**src/rtl/proc_pkg.sv**
```systemverilog
// Shared definitions for the processor control unit.
//   - opcode constants for the 2-bit opcode field
//   - control-step state encoding T0..T3
//   - instruction field positions and extraction helpers (8-bit word:
//     opcode [7:6], X [5:3], Y [2:0])
package proc_pkg;

  localparam logic [1:0] OP_MV  = 2'b00;
  localparam logic [1:0] OP_MVI = 2'b01;
  localparam logic [1:0] OP_ADD = 2'b10;
  localparam logic [1:0] OP_SUB = 2'b11;

  typedef enum logic [1:0] {
    T0 = 2'd0,
    T1 = 2'd1,
    T2 = 2'd2,
    T3 = 2'd3
  } state_t;

  localparam int unsigned OP_HI = 7;
  localparam int unsigned OP_LO = 6;
  localparam int unsigned X_HI  = 5;
  localparam int unsigned X_LO  = 3;
  localparam int unsigned Y_HI  = 2;
  localparam int unsigned Y_LO  = 0;

  function automatic logic [1:0] ir_op(input logic [7:0] ir);
    return ir[OP_HI:OP_LO];
  endfunction

  function automatic logic [2:0] ir_x(input logic [7:0] ir);
    return ir[X_HI:X_LO];
  endfunction

  function automatic logic [2:0] ir_y(input logic [7:0] ir);
    return ir[Y_HI:Y_LO];
  endfunction

endpackage

```
**src/rtl/proc_ctrl_fsm_dec3to8.sv**
```systemverilog
// dec3to8: 3-to-8 one-hot decoder with enable.
//   w  : 3-bit index
//   en : when low the output is all zeros
//   y  : one-hot output, bit w set when enabled
module dec3to8 (
  input  logic [2:0] w,
  input  logic       en,
  output logic [7:0] y
);

  always_comb begin
    y = '0;
    if (en) y[w] = 1'b1;
  end

endmodule

```
**src/rtl/proc_ctrl_fsm.sv**
```systemverilog
// proc_ctrl_fsm: multi-cycle control unit for the 8-register, 8-bit
// processor datapath (R0..R7, A, G, add/sub ALU, shared bus).
// Fetches an instruction from DIN in T0 when Run is high, then sequences
// the datapath through T1..T3 with one-hot register strobes and bus-source
// selects. Done pulses in the last cycle of each instruction.
//
// Ports:
//   Clock   : system clock, rising edge
//   Reset   : asynchronous active-high reset (state=T0, IR=0)
//   Run     : start request, sampled only in T0
//   DIN     : instruction word in T0, immediate in T1 of mvi
//   IRin    : IR load strobe
//   Rin     : one-hot register write enables R0..R7
//   Rout    : one-hot register bus-drive selects R0..R7
//   DINout  : DIN drives the bus
//   Gout    : G drives the bus
//   Ain     : A load strobe
//   Gin     : G load strobe
//   AddSub  : 0 = add, 1 = subtract
//   Done    : one-cycle completion pulse
//   Busy    : high whenever state is not T0
//   ADDR    : fetch address (only with PROC_CTRL_FETCH_EN defined)
//
// Build option: define PROC_CTRL_FETCH_EN to add the ADDR fetch counter,
// which advances on each instruction fetch and each consumed mvi immediate.
module proc_ctrl_fsm
  import proc_pkg::*;
#(
  parameter int unsigned DATA_W = 8,
  parameter int unsigned ADDR_W = 5
) (
  input  logic              Clock,
  input  logic              Reset,
  input  logic              Run,
  input  logic [DATA_W-1:0] DIN,
  output logic              IRin,
  output logic [7:0]        Rin,
  output logic [7:0]        Rout,
  output logic              DINout,
  output logic              Gout,
  output logic              Ain,
  output logic              Gin,
  output logic              AddSub,
  output logic              Done,
`ifdef PROC_CTRL_FETCH_EN
  output logic [ADDR_W-1:0] ADDR,
`endif
  output logic              Busy
);

  if (DATA_W != 8 || ADDR_W == 0) begin : g_param_chk
    $error("proc_ctrl_fsm: DATA_W must be 8 and ADDR_W non-zero");
  end

  state_t            state;
  state_t            state_nxt;
  logic [DATA_W-1:0] ir;

  logic [1:0] op;
  logic [2:0] fx;
  logic [2:0] fy;

  logic       rin_en;
  logic       rout_en;
  logic [2:0] rin_sel;
  logic [2:0] rout_sel;

  assign op = ir_op(ir);
  assign fx = ir_x(ir);
  assign fy = ir_y(ir);

  always_ff @(posedge Clock or posedge Reset) begin
    if (Reset) begin
      state <= T0;
      ir    <= '0;
    end else begin
      state <= state_nxt;
      if (IRin) ir <= DIN;
    end
  end

  // Outputs are gated by Reset so the whole control word is quiet while
  // reset is held, even in T0 with Run high.
  always_comb begin
    state_nxt = state;
    IRin      = 1'b0;
    DINout    = 1'b0;
    Gout      = 1'b0;
    Ain       = 1'b0;
    Gin       = 1'b0;
    AddSub    = 1'b0;
    Done      = 1'b0;
    Busy      = 1'b0;
    rin_en    = 1'b0;
    rout_en   = 1'b0;
    rin_sel   = fx;
    rout_sel  = fy;

    if (!Reset) begin
      Busy = (state != T0);
      case (state)
        T0: begin
          if (Run) begin
            IRin      = 1'b1;
            state_nxt = T1;
          end
        end
        T1: begin
          case (op)
            OP_MV: begin
              rout_en   = 1'b1;
              rout_sel  = fy;
              rin_en    = 1'b1;
              rin_sel   = fx;
              Done      = 1'b1;
              state_nxt = T0;
            end
            OP_MVI: begin
              DINout    = 1'b1;
              rin_en    = 1'b1;
              rin_sel   = fx;
              Done      = 1'b1;
              state_nxt = T0;
            end
            default: begin
              rout_en   = 1'b1;
              rout_sel  = fx;
              Ain       = 1'b1;
              state_nxt = T2;
            end
          endcase
        end
        T2: begin
          rout_en   = 1'b1;
          rout_sel  = fy;
          Gin       = 1'b1;
          AddSub    = ir[OP_LO];
          state_nxt = T3;
        end
        T3: begin
          Gout      = 1'b1;
          rin_en    = 1'b1;
          rin_sel   = fx;
          Done      = 1'b1;
          state_nxt = T0;
        end
        default: state_nxt = T0;
      endcase
    end
  end

  dec3to8 u_rin_dec (
    .w  (rin_sel),
    .en (rin_en),
    .y  (Rin)
  );

  dec3to8 u_rout_dec (
    .w  (rout_sel),
    .en (rout_en),
    .y  (Rout)
  );

`ifdef PROC_CTRL_FETCH_EN
  // DINout is only ever high in T1 of mvi, i.e. when the immediate word
  // is consumed, so it doubles as the second advance condition.
  always_ff @(posedge Clock or posedge Reset) begin
    if (Reset) begin
      ADDR <= '0;
    end else if (IRin || DINout) begin
      ADDR <= ADDR + ADDR_W'(1);
    end
  end
`endif

endmodule

```
**config.mk**
```make
export PLATFORM = sky130hd
export DESIGN_NAME = proc_ctrl_fsm
export DESIGN_NICKNAME = d
export VERILOG_FILES = /design/src/rtl/proc_pkg.sv /design/src/rtl/proc_ctrl_fsm_dec3to8.sv /design/src/rtl/proc_ctrl_fsm.sv
export SDC_FILE = /design/constraint.sdc
export NUM_CORES = 1
export LEC_CHECK = 0
export ABC_AREA = 1
export BUFFER_PORTS_ARGS = -buffer_cell sky130_fd_sc_hd__buf_2
export CAP_MARGIN = 5
export CORE_MARGIN = 3
export CORE_UTILIZATION = 45
export DETAILED_ROUTE_END_ITERATION = 8
export PLACE_DENSITY = 0.84
export SYNTH_ARGS = -nofsm -noshare
export SYNTH_HDL_FRONTEND = slang
export SYNTH_SLANG_ARGS = --single-unit
```
**constraint.sdc**
```tcl
create_clock -name Clock -period 1.6 [get_ports Clock]
set_input_delay 0.24 -clock Clock [delete_from_list [all_inputs] [get_ports Clock]]
set_output_delay 0.24 -clock Clock [all_outputs]
set_load 0.01 [all_outputs]
```
==> results of run 1 <==
==> cell type report <==
| cell class | instances | area share, % |
|---|---|---|
| inverters | 15 | 4.844 |
| multi-input cells | 90 | 43.60 |
| clock buffers | 4 | 3.122 |
| repair buffers | 49 | 25.19 |
| well taps | 16 | 1.722 |
| flip-flops and latches | 10 | 21.53 |
==> tightest hold or removal path, stage by stage <==
cell and delay (ns):
buf_2 0.18, inv_2 0.15, buf_4 0.16
==> cell usage in the layout, fill, tap and decap left out <==
master / Yosys / final
nor2_2: 0 / 3
nor2_4: 2 / 3
o21ai_0: 10 / 10
ha_2: 0 / 2
dfrtp_1: 10 / 10
nor2_1: 21 / 17
a21oi_1: 1 / 1
o22ai_4: 0 / 1
nand2_4: 0 / 2
nor3_1: 2 / 2
clkbuf_4: 0 / 3
nand3_2: 0 / 1
nand2_1: 42 / 35
buf_4: 0 / 14
clkbuf_8: 0 / 1
buf_2: 0 / 33
inv_2: 2 / 6
inv_1: 13 / 9
ha_4: 0 / 1
nand3_1: 2 / 1
ha_1: 5 / 2
buf_6: 2 / 2
nand2_2: 2 / 7
nand4_1: 2 / 2
==> kinds of logic (layout without fill, tap and decap cells) <==
| logic type | after synthesis | after routing |
|---|---|---|
| AO/OA/AOI/OAI | 12 | 12 |
| adder cells (fa/ha/maj) | 5 | 5 |
| buffers and inverters | 17 | 68 |
| flip-flops | 10 | 10 |
| AND/OR/NAND/NOR | 73 | 73 |
==> state kept, by name (all words and copies together) (netlist names), named ones only <==
name   flops
state      1
ir         8
==> per-layer routing <==
layer / routed length (um) / track usage, %
met5: 0 / 0
met4: 68 / 7.182
met3: 176 / 3.065
met2: 1298 / 37.40
met1: 1102 / 26.98
==> timing repair <==
item | CTS | global route
hold endpoints to repair | 0 | 0
pin swaps | 4 | 4
gates resized for setup | 17 | 10
setup endpoints to repair | 20 | 21
gates cloned | 0 | 0
setup buffers | 5 | 5
==> stage by stage <==
step	instances	worst slack [ns]	hold slack (ns)	total power [W]	cell area, um^2
after global routing	184	-0.4450	0.1471	0.002136	1162
after CTS	179	-0.2046	0.06731	0.001745	1091
final	184	-0.3549	0.1525	0.001991	1162
after detailed placement	170	-0.03668	0.3305	0.001340	968.4
after floorplan	117	0.02618	0.1817	0.001070	763.2
after global placement	170	0.02677	0.3281	0.001298	968.4
==> where the power goes <==
| part | internal [W] | switching [W] | total (W) | leakage (nW) |
|---|---|---|---|---|
| Clock | 0.000138 | 0.0000742 | 0.000212 | 0.0210 |
| Sequential | 0.000374 | 0.000138 | 0.000512 | 0.125 |
| Combinational | 0.000507 | 0.000760 | 0.00127 | 0.511 |
| Total | 0.00102 | 0.000973 | 0.00199 | 0.657 |
==> final timing paths <==
path	from	to	cells past startpoint
setup reg to reg	state[0]	ir[6]	7
hold / removal	Reset	ir[3]	3
setup / recovery	state[0]	Rin[5]	8
max in group asynchronous	Reset	async pin	3
hold reg to reg	ir[1]	ir[1]	2
min in group Clock	DIN[7]	ir[7]	3
==> results by group, run 1 <==
Logic synthesis
  • Most frequent cells after synthesis: nand2_1 (42), nor2_1 (21), inv_1 (13)
  • Syn Inst Count: 117
  • EDFF count, synth: 0
  • Post-Syn Nets: roughly 130
  • Async S/R FF share, synth: 100.0%
  • Post-synthesis mux area share: 0%
  • Synth Area in Compound Gates: under 10%
  • Synth warn: 0
  • Leading area contributor after synthesis: dfrtp_1
  • Post-synthesis adder-cell area fraction: 8.197%
  • Synth Area per Inst: between 6 and 7 um^2
  • Post-Synth Simple-Gate Area: 39.84%
  • Netlist area before placement: around 760 um^2
  • Top cell type's share of synthesized area: about a third
  • Distinct cell type count after synthesis: 15
  • Dominant cells by area after synthesis: dfrtp_1 (33%), nand2_1 (21%), nor2_1 (10%)
  • Main synth FF type: dfrtp_1
  • FF+latch count, synth: 10
  • Post-Synth XOR/XNOR Area: 0%
  • Combinational family with the most area after synthesis: simple AND/OR/NAND/NOR gates
  • Sequential fraction of the synthesis area: between 30% and 40%
  • Count leader, synth: nand2_1

Detailed routing
  • Via-to-Cell Ratio: roughly 5.2
  • Overall routed net length: ~2600 um
  • Via count: 965
  • # DRC: 0
  • Remaining antenna violation count after routing: 0
  • Number of detailed-route iterations in the first pass: 4
  • Avg WL per Cell: approximately 14 um
  • DRT iter0 DRCs: 53

Power and ir drop
  • Leak Pwr: 0.6569 nW
  • Pwr/cell area: roughly 1700 mW/mm^2
  • VDD IR max: between 0.001 and 0.0015 V

Worst setup path
  • Buf/Inv on CP: 3
  • Critical path's top delay family: flip-flops
  • Cells along the critical path: buf_6, ha_4, buf_4, nand2_4, o22ai_4, nand2_2, nor2_1, buf_2
  • Critical Path AT: roughly 1.7 ns
  • CP max FO: 5
  • CP Class: flop to output port
  • Worst Setup End Kind: output port
  • CP required: 1.36 ns
  • CP Launch Type: flop
  • R2R setup slack: about 0.15 ns
  • Crit-path slowest cell: dfrtp_1
  • CP peak stage delay: about 0.42 ns

Finish
  • Fin util: roughly 75%
  • NumNets Final: between 150 and 200
  • Antenna diodes: 0
  • Fillers: 120
  • Fraction of layout cells with a size suffix above 1: a little under half
  • Synth-to-layout area growth: 52.29%
  • Area occupied by multi-input gates: 506.7 um^2
  • Register area: roughly 250 um^2

Clocking
  • Clk Latency, worst-skew pair: 0.25 ns
  • Clock Path Buffers: 2
  • # hold bufs at CTS: 0
  • Clock sink count: 10
  • CTS tree: built
  • Clock Pin Slew Worst Setup and Hold Paths: ~0.060 ns
  • Clock Tree Root: clkbuf_4
  • CTS HTree Levels: 1
  • Total CTS buffers: 3

Timing
  • Max-slew headroom: roughly three quarters
  • Setup Skew: about 0.0028 ns
  • Period utilization: 122.2%
  • Post-route setup slack: -0.3549 ns
  • Max Clk Rate: between 0.5 and 0.6 GHz
  • Fin Setup TNS: -5.688 ns
  • Final Max Tran Viols: 0
  • Final setup fails: 19
  • Slew @ Worst Pin: 0.3655 ns
  • Fin. Hold Viols: 0
  • Tmin final: 1.955 ns
  • RSZ-0062 raised after global routing: true

Die
  • Die footprint: between 0.002 and 0.0025 mm^2
  • Initial Util: between 40% and 50%
  • Row count: 14
  • Die width: roughly 47 um
  • Core area: 0.001559 mm^2
  • Floorplan die height: about 47 um
  • I/O Pins: 35

Placement
  • HPWL after DPL: 1570 um
  • Buffers on Ports: 34
  • Placer Congestion: approximately 0.77

Status
  • Failing checks: negative setup slack
  • Status: finished, violations left

Global routing
  • Largest net degree at the start of global routing: 9
  • First-pass GRT wire length: 3367 um
  • Initial antenna violation count: 0
  • Vias in the first global route: 760
  • GRT Util Overall: 21.47%
  • GRT Residual Overflow: 0

Flow run
  • Max-Cap Viols: 0

Min path
  • Hold Crit Class: input port to async pin
No activity file was read; power rests on OpenSTA's default activity.
==> run 2: changes to the inputs <==
--- a/config.mk
+++ b/config.mk
@@ -5,13 +5,12 @@
 export SDC_FILE = /design/constraint.sdc
 export NUM_CORES = 1
 export LEC_CHECK = 0
-export ABC_AREA = 1
 export BUFFER_PORTS_ARGS = -buffer_cell sky130_fd_sc_hd__buf_2
 export CAP_MARGIN = 5
 export CORE_MARGIN = 3
 export CORE_UTILIZATION = 45
 export DETAILED_ROUTE_END_ITERATION = 8
-export PLACE_DENSITY = 0.84
+export PLACE_DENSITY = 0.85
 export SYNTH_ARGS = -nofsm -noshare
 export SYNTH_HDL_FRONTEND = slang
 export SYNTH_SLANG_ARGS = --single-unit
==> run 2 against run 1 <==
Combinational power is 6% higher; critical path depth decreased by 1; routed wire length fell by 15%; cell count decreased by 22%; clock power decreased by 21%; sequential power is 7.4% higher; the run still ends with negative setup slack left; register-to-register slack lost 0.11 ns; die area decreased by 2.4%; worst hold slack better by 0.049 ns; area after synthesis down 2.8%; highest routed layer unchanged.
==> results by group, run 2 <==
Global routing
  • Largest net degree at the start of global routing: 12 (+3)
  • GRT Max-Usage Layer: met2
  • GRT Residual Overflow: 0 (unchanged)
  • M2 GR Usage: 31.59% (-5.8 points)
  • Grt met3 use: 4.297% (+1.2 points)
  • GRT Util Overall: 19.09% (-2.4 points)
  • Vias in the first global route: 664 (-13%)
  • Met1 Track Usage GR: 22.57% (-4.4 points)
  • First-pass GRT wire length: 2808 um (-17%)
  • Initial antenna violation count: 0 (unchanged)

Worst setup path
  • CP Class: flop to output port
  • CP required: 1.36 ns (about the same)
  • R2R setup slack: 0.04 ns (-0.11 ns)
  • Worst Setup End Kind: output port
  • Critical Path AT: 1.86 ns (+0.15 ns)
  • CP Launch Type: flop
  • CP max FO: 4 (-1)

Placement
  • HPWL after DPL: 1466 um (-6.6%)
  • Placer Congestion: 0.7868 (+1.8%)
  • Buffers on Ports: 34 (unchanged)
  • DP Worst Slack: -0.2138 ns (-0.1771 ns)
  • Dpl cell area: 0.001102 mm^2 (+14%)

Die
  • Die width: 46.61 um (-1.2%)
  • I/O Pins: 35 (unchanged)
  • Floorplan die height: 46.61 um (-1.2%)
  • Row count: 14 (unchanged)
  • Die footprint: 0.002172 mm^2 (-2.4%)
  • Initial Util: 48.69% (-0.27 points)
  • Core area: 0.001524 mm^2 (-2.2%)

Power and ir drop
  • Leak Pwr: 0.6612 nW (+0.65%)
  • VDD IR max: 0.0009619 V (-18%)
  • Pwr/cell area: 1671 mW/mm^2 (-2.5%)

Status
  • Failing checks: negative setup slack
  • Status: finished, violations left

Finish
  • Commonest non-fill, non-tap cell in the layout: buf_2
  • Antenna diodes: 0 (unchanged)
  • Fraction of layout cells with a size suffix above 1: 69.53% (+23 points)
  • Top flop regs: ir: 8 flops, state: 1 flops
  • Most frequent cells in the layout: buf_2 (32), buf_4 (16), dfrtp_1 (10)
  • Synth-to-layout area growth: 65.94%
  • Max reg flops: 8 (unchanged)
  • Top reg by flops: ir
  • Fillers: 102 (-15%)
  • NumNets Final: 146 (-21%)
  • Post-route cell area: 0.001231 mm^2 (+5.9%)

Logic synthesis
  • Top cell type's share of synthesized area: 33.73% (+0.94 points)
  • Async S/R FF share, synth: 100.0% (unchanged)
  • Syn Inst Count: 74 (-37%)
  • Synth warn: 0 (unchanged)
  • Synth Area in Compound Gates: 5.396% (-3.5 points)
  • FF+latch count, synth: 10 (unchanged)
  • Dominant cells by area after synthesis: dfrtp_1 (34%), mux2_2 (12%), ha_1 (8.4%)
  • Count leader, synth: dfrtp_1
  • Combinational family with the most area after synthesis: simple AND/OR/NAND/NOR gates
  • Most frequent cells after synthesis: dfrtp_1 (10), nor2_1 (9), mux2_2 (8)
  • Leading area contributor after synthesis: dfrtp_1
  • Post-Synth Simple-Gate Area: 29.68% (-10 points)
  • Post-Syn Nets: 90 (-32%)
  • Post-synthesis adder-cell area fraction: 8.432% (+0.23 points)
  • Post-Synth XOR/XNOR Area: 0% (unchanged)
  • EDFF count, synth: 0 (unchanged)
  • Main synth FF type: dfrtp_1
  • Distinct cell type count after synthesis: 23 (+8)
  • Sequential fraction of the synthesis area: 33.73% (+0.94 points)
  • Post-synthesis mux area share: 17.71% (+18 points)
  • Netlist area before placement: 742.0 um^2 (-2.8%)
  • Synth Area per Inst: 10.03 um^2 (+54%)

Timing
  • Post-route setup slack: -0.4986 ns (-0.1437 ns)
  • Fin. Hold Viols: 0 (unchanged)
  • Final Max Tran Viols: 0 (unchanged)
  • Max-slew headroom: 79.21% (+3.6 points)
  • RSZ-0062 raised after global routing: true
  • Final setup fails: 21 (+2)
  • Max Clk Rate: 0.4765 GHz (-6.8%)
  • Tmin final: 2.099 ns (+0.1437 ns)
  • Period utilization: 131.2% (+9.0 points)
  • Slew @ Worst Pin: 0.3118 ns (-0.05368 ns)
  • Fin Setup TNS: -6.932 ns (-1.244 ns)
  • Setup Skew: 0.007893 ns (+0.005132 ns)

Clocking
  • Clk Latency, worst-skew pair: 0.26 ns (about the same)
  • CTS HTree Levels: 1 (unchanged)
  • # hold bufs at CTS: 0 (unchanged)
  • Total CTS buffers: 3 (unchanged)
  • CTS tree: built
  • Clock Path Buffers: 2 (unchanged)
  • Clock Tree Root: clkbuf_4
  • Clock Pin Slew Worst Setup and Hold Paths: 0.06 ns (about the same)
  • Clock sink count: 10 (unchanged)

Detailed routing
  • Overall routed net length: 2252 um (-15%)
  • Via-to-Cell Ratio: 5.319 (+1.4%)
  • DRT iter0 DRCs: 9 (-83%)
  • # DRC: 0 (unchanged)
  • Number of detailed-route iterations in the first pass: 4 (unchanged)
  • Via count: 766 (-21%)
  • Avg WL per Cell: 15.64 um (+8.8%)
  • Remaining antenna violation count after routing: 0 (unchanged)

Flow run
  • Max-Cap Viols: 0 (unchanged)

Min path
  • Hold Crit Class: input port to flop
## run 2: cell count changes after synthesis, sizes merged, moves of 3 or more
cell / previous run / this run
nor3b: 0 / 4
mux2i: 0 / 3
nor2: 23 / 9
o21ai: 10 / 2
nand2: 44 / 3
mux2: 0 / 8
a21oi: 1 / 4
nand2b: 0 / 5
inv: 15 / 7
## run 2: power breakdown
part | internal (W) | switching (W)
Combinational | 0.000718 | 0.000621
Clock | 0.0000866 | 0.0000812
Sequential | 0.000380 | 0.000169
## run 2: layout make-up
type	count	area, um^2	area share (%)
well taps	16	20.02	1.626
flip-flops and latches	10	250.2	20.33
repair buffers	52	342.8	27.85
inverters	7	26.28	2.134
clock buffers	3	22.52	1.829
multi-input cells	56	569.3	46.24
## run 2: critical path, cell delays in order (launching register included)
cell	delay, ns
dfrtp_1	0.40
inv_2	0.09
ha_4	0.15
nand3b_4	0.12
mux2i_4	0.23
nor4b_4	0.27
nor3b_2	0.20
buf_2	0.15
## run 2: metrics by stage
| step | hold WS (ns) | power (W) | instances | util [%] |
|---|---|---|---|---|
| after floorplan | 0.2207 | 0.001164 | 74 | - |
| after global routing | 0.1948 | 0.002205 | 144 | 80.79 |
| final | 0.2011 | 0.002057 | 144 | 80.79 |
| after detailed placement | 0.4433 | 0.001634 | 139 | 72.33 |
| after CTS | 0.1950 | 0.001904 | 144 | 77.42 |
| after global placement | 0.4400 | 0.001581 | 139 | 72.33 |
## run 2: cell families (layout without fill, tap and decap cells)
group / Yosys count / count (layout)
flops: 10 / 10
compound gates: 7 / 7
buf+inv: 8 / 62
fa+ha+maj: 5 / 5
mux: 11 / 11
simple gates: 33 / 33
## run 2: repair_timing
| action | CTS | global route |
|---|---|---|
| gates resized for setup | 8 | 8 |
| endpoints found under the setup margin | 21 | 31 |
| gates cloned | 0 | 0 |
| pin swaps | 3 | 5 |
| buffers inserted | 2 | 0 |
## run 2: worst paths after layout
| kind | startpoint | end | cells after the start |
|---|---|---|---|
| min | DIN[2] | ir[2] | 2 |
| max | flop | Rout[7] | 7 |
| max reg2reg | state[0] | ir[6] | 6 |
| max in group asynchronous | Reset | state[0] | 4 |
| min in group asynchronous | Reset | ir[2] | 4 |
| min reg2reg | ir[2] | ir[2] | 1 |
## run 2: per-layer routing
metal	share of wire, %	vias to the layer above
met3	6.3	6
li1	-	362
met5	0	-
met2	52	33
met1	40	365
met4	2.0	0
==> run 3: changes to the inputs <==
--- a/config.mk
+++ b/config.mk
@@ -5,12 +5,13 @@
 export SDC_FILE = /design/constraint.sdc
 export NUM_CORES = 1
 export LEC_CHECK = 0
+export ABC_AREA = 1
 export BUFFER_PORTS_ARGS = -buffer_cell sky130_fd_sc_hd__buf_2
 export CAP_MARGIN = 5
 export CORE_MARGIN = 3
-export CORE_UTILIZATION = 45
+export CORE_UTILIZATION = 41
 export DETAILED_ROUTE_END_ITERATION = 8
-export PLACE_DENSITY = 0.85
+export PLACE_DENSITY = 0.81
 export SYNTH_ARGS = -nofsm -noshare
 export SYNTH_HDL_FRONTEND = slang
 export SYNTH_SLANG_ARGS = --single-unit
==> constraint.sdc (replaced) <==
create_clock -name Clock -period 1.75 [get_ports Clock]
set_input_delay 0.2625 -clock Clock [delete_from_list [all_inputs] [get_ports Clock]]
set_output_delay 0.2625 -clock Clock [all_outputs]
set_load 0.01 [all_outputs]
==> run 3 against run 2 <==
The run still ends with negative setup slack left; die area up 11%; combinational power fell by 27%; worst hold slack got worse by 0.024 ns; largest power group unchanged.
==> results by group, run 3 (synthesized netlist as in run 1, its figures left out) <==
Worst setup path
  • Critical path's top delay family: simple AND/OR/NAND/NOR gates
  • Critical Path AT: 1.61 ns (-0.25 ns)
  • Cells along the critical path: inv_2, ha_4, nand2_4, nor2_4, nand2_1, nand2_1, nand2_2, nor2_1, buf_2
  • CP Launch Type: flop
  • Most used cell, CP: nand2_1
  • CP max FO: 5 (+1)
  • Worst Setup End Kind: output port
  • CP Class: flop to output port
  • Buf/Inv on CP: 2 (unchanged)
  • CP peak stage delay: 0.40 ns (about the same)
  • Crit-path slowest cell: dfrtp_1
  • CP required: 1.49 ns (+0.13 ns)

Detailed routing
  • Avg WL per Cell: 11.15 um (-29%)
  • Remaining antenna violation count after routing: 0 (unchanged)
  • # DRC: 0 (unchanged)
  • Via count: 909 (+19%)
  • Number of detailed-route iterations in the first pass: 4 (unchanged)
  • DRT iter0 DRCs: 14 (+5)
  • Via-to-Cell Ratio: 4.810 (-9.6%)
  • Overall routed net length: 2107 um (-6.4%)

Timing
  • Max-slew headroom: 79.84% (+0.62 points)
  • Hold WS: 0.1766 ns (-0.02447 ns)
  • Final Max Tran Viols: 0 (unchanged)
  • Setup Skew: 0.003008 ns (-0.004885 ns)
  • RSZ-0062 raised after global routing: true
  • Fin. Hold Viols: 0 (unchanged)
  • Tmin final: between 1.5 and 2 ns
  • Post-route setup slack: -0.1268 ns (+0.3718 ns)
  • Final setup fails: 17 (-19%)
  • Period utilization: 107.2%
  • Slew @ Worst Pin: 0.3025 ns (-0.009330 ns)
  • Max Clk Rate: around 0.53 GHz
  • Fin Setup TNS: -1.450 ns (+5.482 ns)

Finish
  • Fin util: 68.20% (-13 points)
  • NumNets Final: 183 (+25%)
  • Top reg by flops: ir
  • Most frequent cells in the layout: nand2_1 (37), buf_2 (34), nor2_1 (18)
  • Fraction of layout cells with a size suffix above 1: 43.03% (-27 points)
  • Synth-to-layout area growth: 45.57%
  • Top flop regs: ir: 8 flops, state: 1 flops
  • Commonest non-fill, non-tap cell in the layout: nand2_1
  • Antenna diodes: 0 (unchanged)
  • Max reg flops: 8 (unchanged)

Global routing
  • Grt met3 use: 1.529% (-2.8 points)
  • Met1 Track Usage GR: 22.85% (+0.28 points)
  • M2 GR Usage: 29.24% (-2.4 points)
  • GRT Util Overall: 17.99% (-1.1 points)
  • GRT Max-Usage Layer: met2
  • Vias in the first global route: 830 (+25%)
  • Initial antenna violation count: 0 (unchanged)
  • GRT Residual Overflow: 0 (unchanged)
  • First-pass GRT wire length: 3470 um (+24%)
  • Largest net degree at the start of global routing: 14 (+2)

Power and ir drop
  • Pwr/cell area: 1422 mW/mm^2 (-15%)
  • Leak Pwr: 0.6341 nW (-4.1%)
  • Tot Pwr: 0.001580 W (-23%)
  • VDD IR max: 0.0007004 V (-27%)

Die
  • Core area: 0.001629 mm^2 (+6.9%)
  • Die footprint: 0.002415 mm^2 (+11%)
  • Floorplan die height: 49.15 um (+5.5%)
  • I/O Pins: 35 (unchanged)
  • Row count: 14 (unchanged)
  • Die width: 49.15 um (+5.5%)
  • Initial Util: 46.85% (-1.8 points)

Clocking
  • Clock sink count: 10 (unchanged)
  • Clk Latency, worst-skew pair: 0.25 ns (about the same)
  • CTS HTree Levels: 1 (unchanged)
  • Clock Tree Root: clkbuf_4
  • # hold bufs at CTS: 0 (unchanged)
  • Clock Path Buffers: 2 (unchanged)
  • CTS tree: built
  • Total CTS buffers: 3 (unchanged)
  • Clock Pin Slew Worst Setup and Hold Paths: 0.06 ns (about the same)

Placement
  • Buffers on Ports: 34 (unchanged)
  • Placer Congestion: 0.8936 (+14%)
  • HPWL after DPL: 1517 um (+3.5%)

Status
  • Failing checks: negative setup slack
  • Status: finished, violations left

Min path
  • Hold Crit Class: input port to async pin

Flow run
  • Max-Cap Viols: 0 (unchanged)
==> run 3: layout make-up <==
class / instances / area, um^2
Fill cell: 131 / 518.0
Multi-Input combinational cell: 90 / 484.2
Timing Repair Buffer: 47 / 267.8
Sequential cell: 10 / 250.2
Inverter: 15 / 56.30
Tap cell: 24 / 30.03
Clock buffer: 3 / 22.52
==> run 3: worst reg2reg max path: stages, from the launching register on <==
cell and delay, ns:
dfrtp_1 0.38, inv_2 0.08, buf_4 0.13, buf_4 0.12, ha_2 0.18, a21oi_1 0.22
nand2_1 0.10, nand2_1 0.07, o21ai_0 0.09
==> run 3: path summary, 6_finish.rpt <==
| kind | start | to | slack [ns] | cells after the start |
|---|---|---|---|---|
| worst min register to register | ir[0] | ir[0] | 0.56 | 2 |
| min in group Clock | DIN[7] | ir[7] | 0.21 | 3 |
| worst max-delay path | flop | Rout[7] | -0.13 | 9 |
| max in group asynchronous | Reset | async pin | 1.44 | 3 |
| worst min-delay path | Reset | ir[0] | 0.18 | 3 |
| worst max register to register | flop | flop | 0.25 | 8 |
==> run 3: where the power goes <==
part / total, W / switching (W) / internal [W]
clock: 0.000145 / 0.0000665 / 0.0000788
combinational: 0.000984 / 0.000593 / 0.000391
sequential: 0.000450 / 0.000108 / 0.000343
==> run 3: stage by stage <==
stage	instance area (um^2)	instances	setup WS, ns
2_1_floorplan	763.2	117	0.1537
3_3_place_gp	955.9	175	0.09795
3_5_place_dp	955.9	175	-0.004987
4_1_cts	1071	186	-0.1265
5_1_grt	1111	189	-0.2734
6_report	1111	189	-0.1268
==> run 3: per-layer routing <==
| layer | vias up | wire length [um] |
|---|---|---|
| li1 | 459 | - |
| met1 | 408 | 944 |
| met2 | 35 | 979 |
| met3 | 7 | 129 |
| met4 | 0 | 54 |
| met5 | - | 0 |
==> run 3: timing repair <==
item / CTS / global route
endpoints found under the setup margin: 17 / 20
pin swaps: 6 / 4
resized for setup: 10 / 6
buffers inserted: 8 / 3
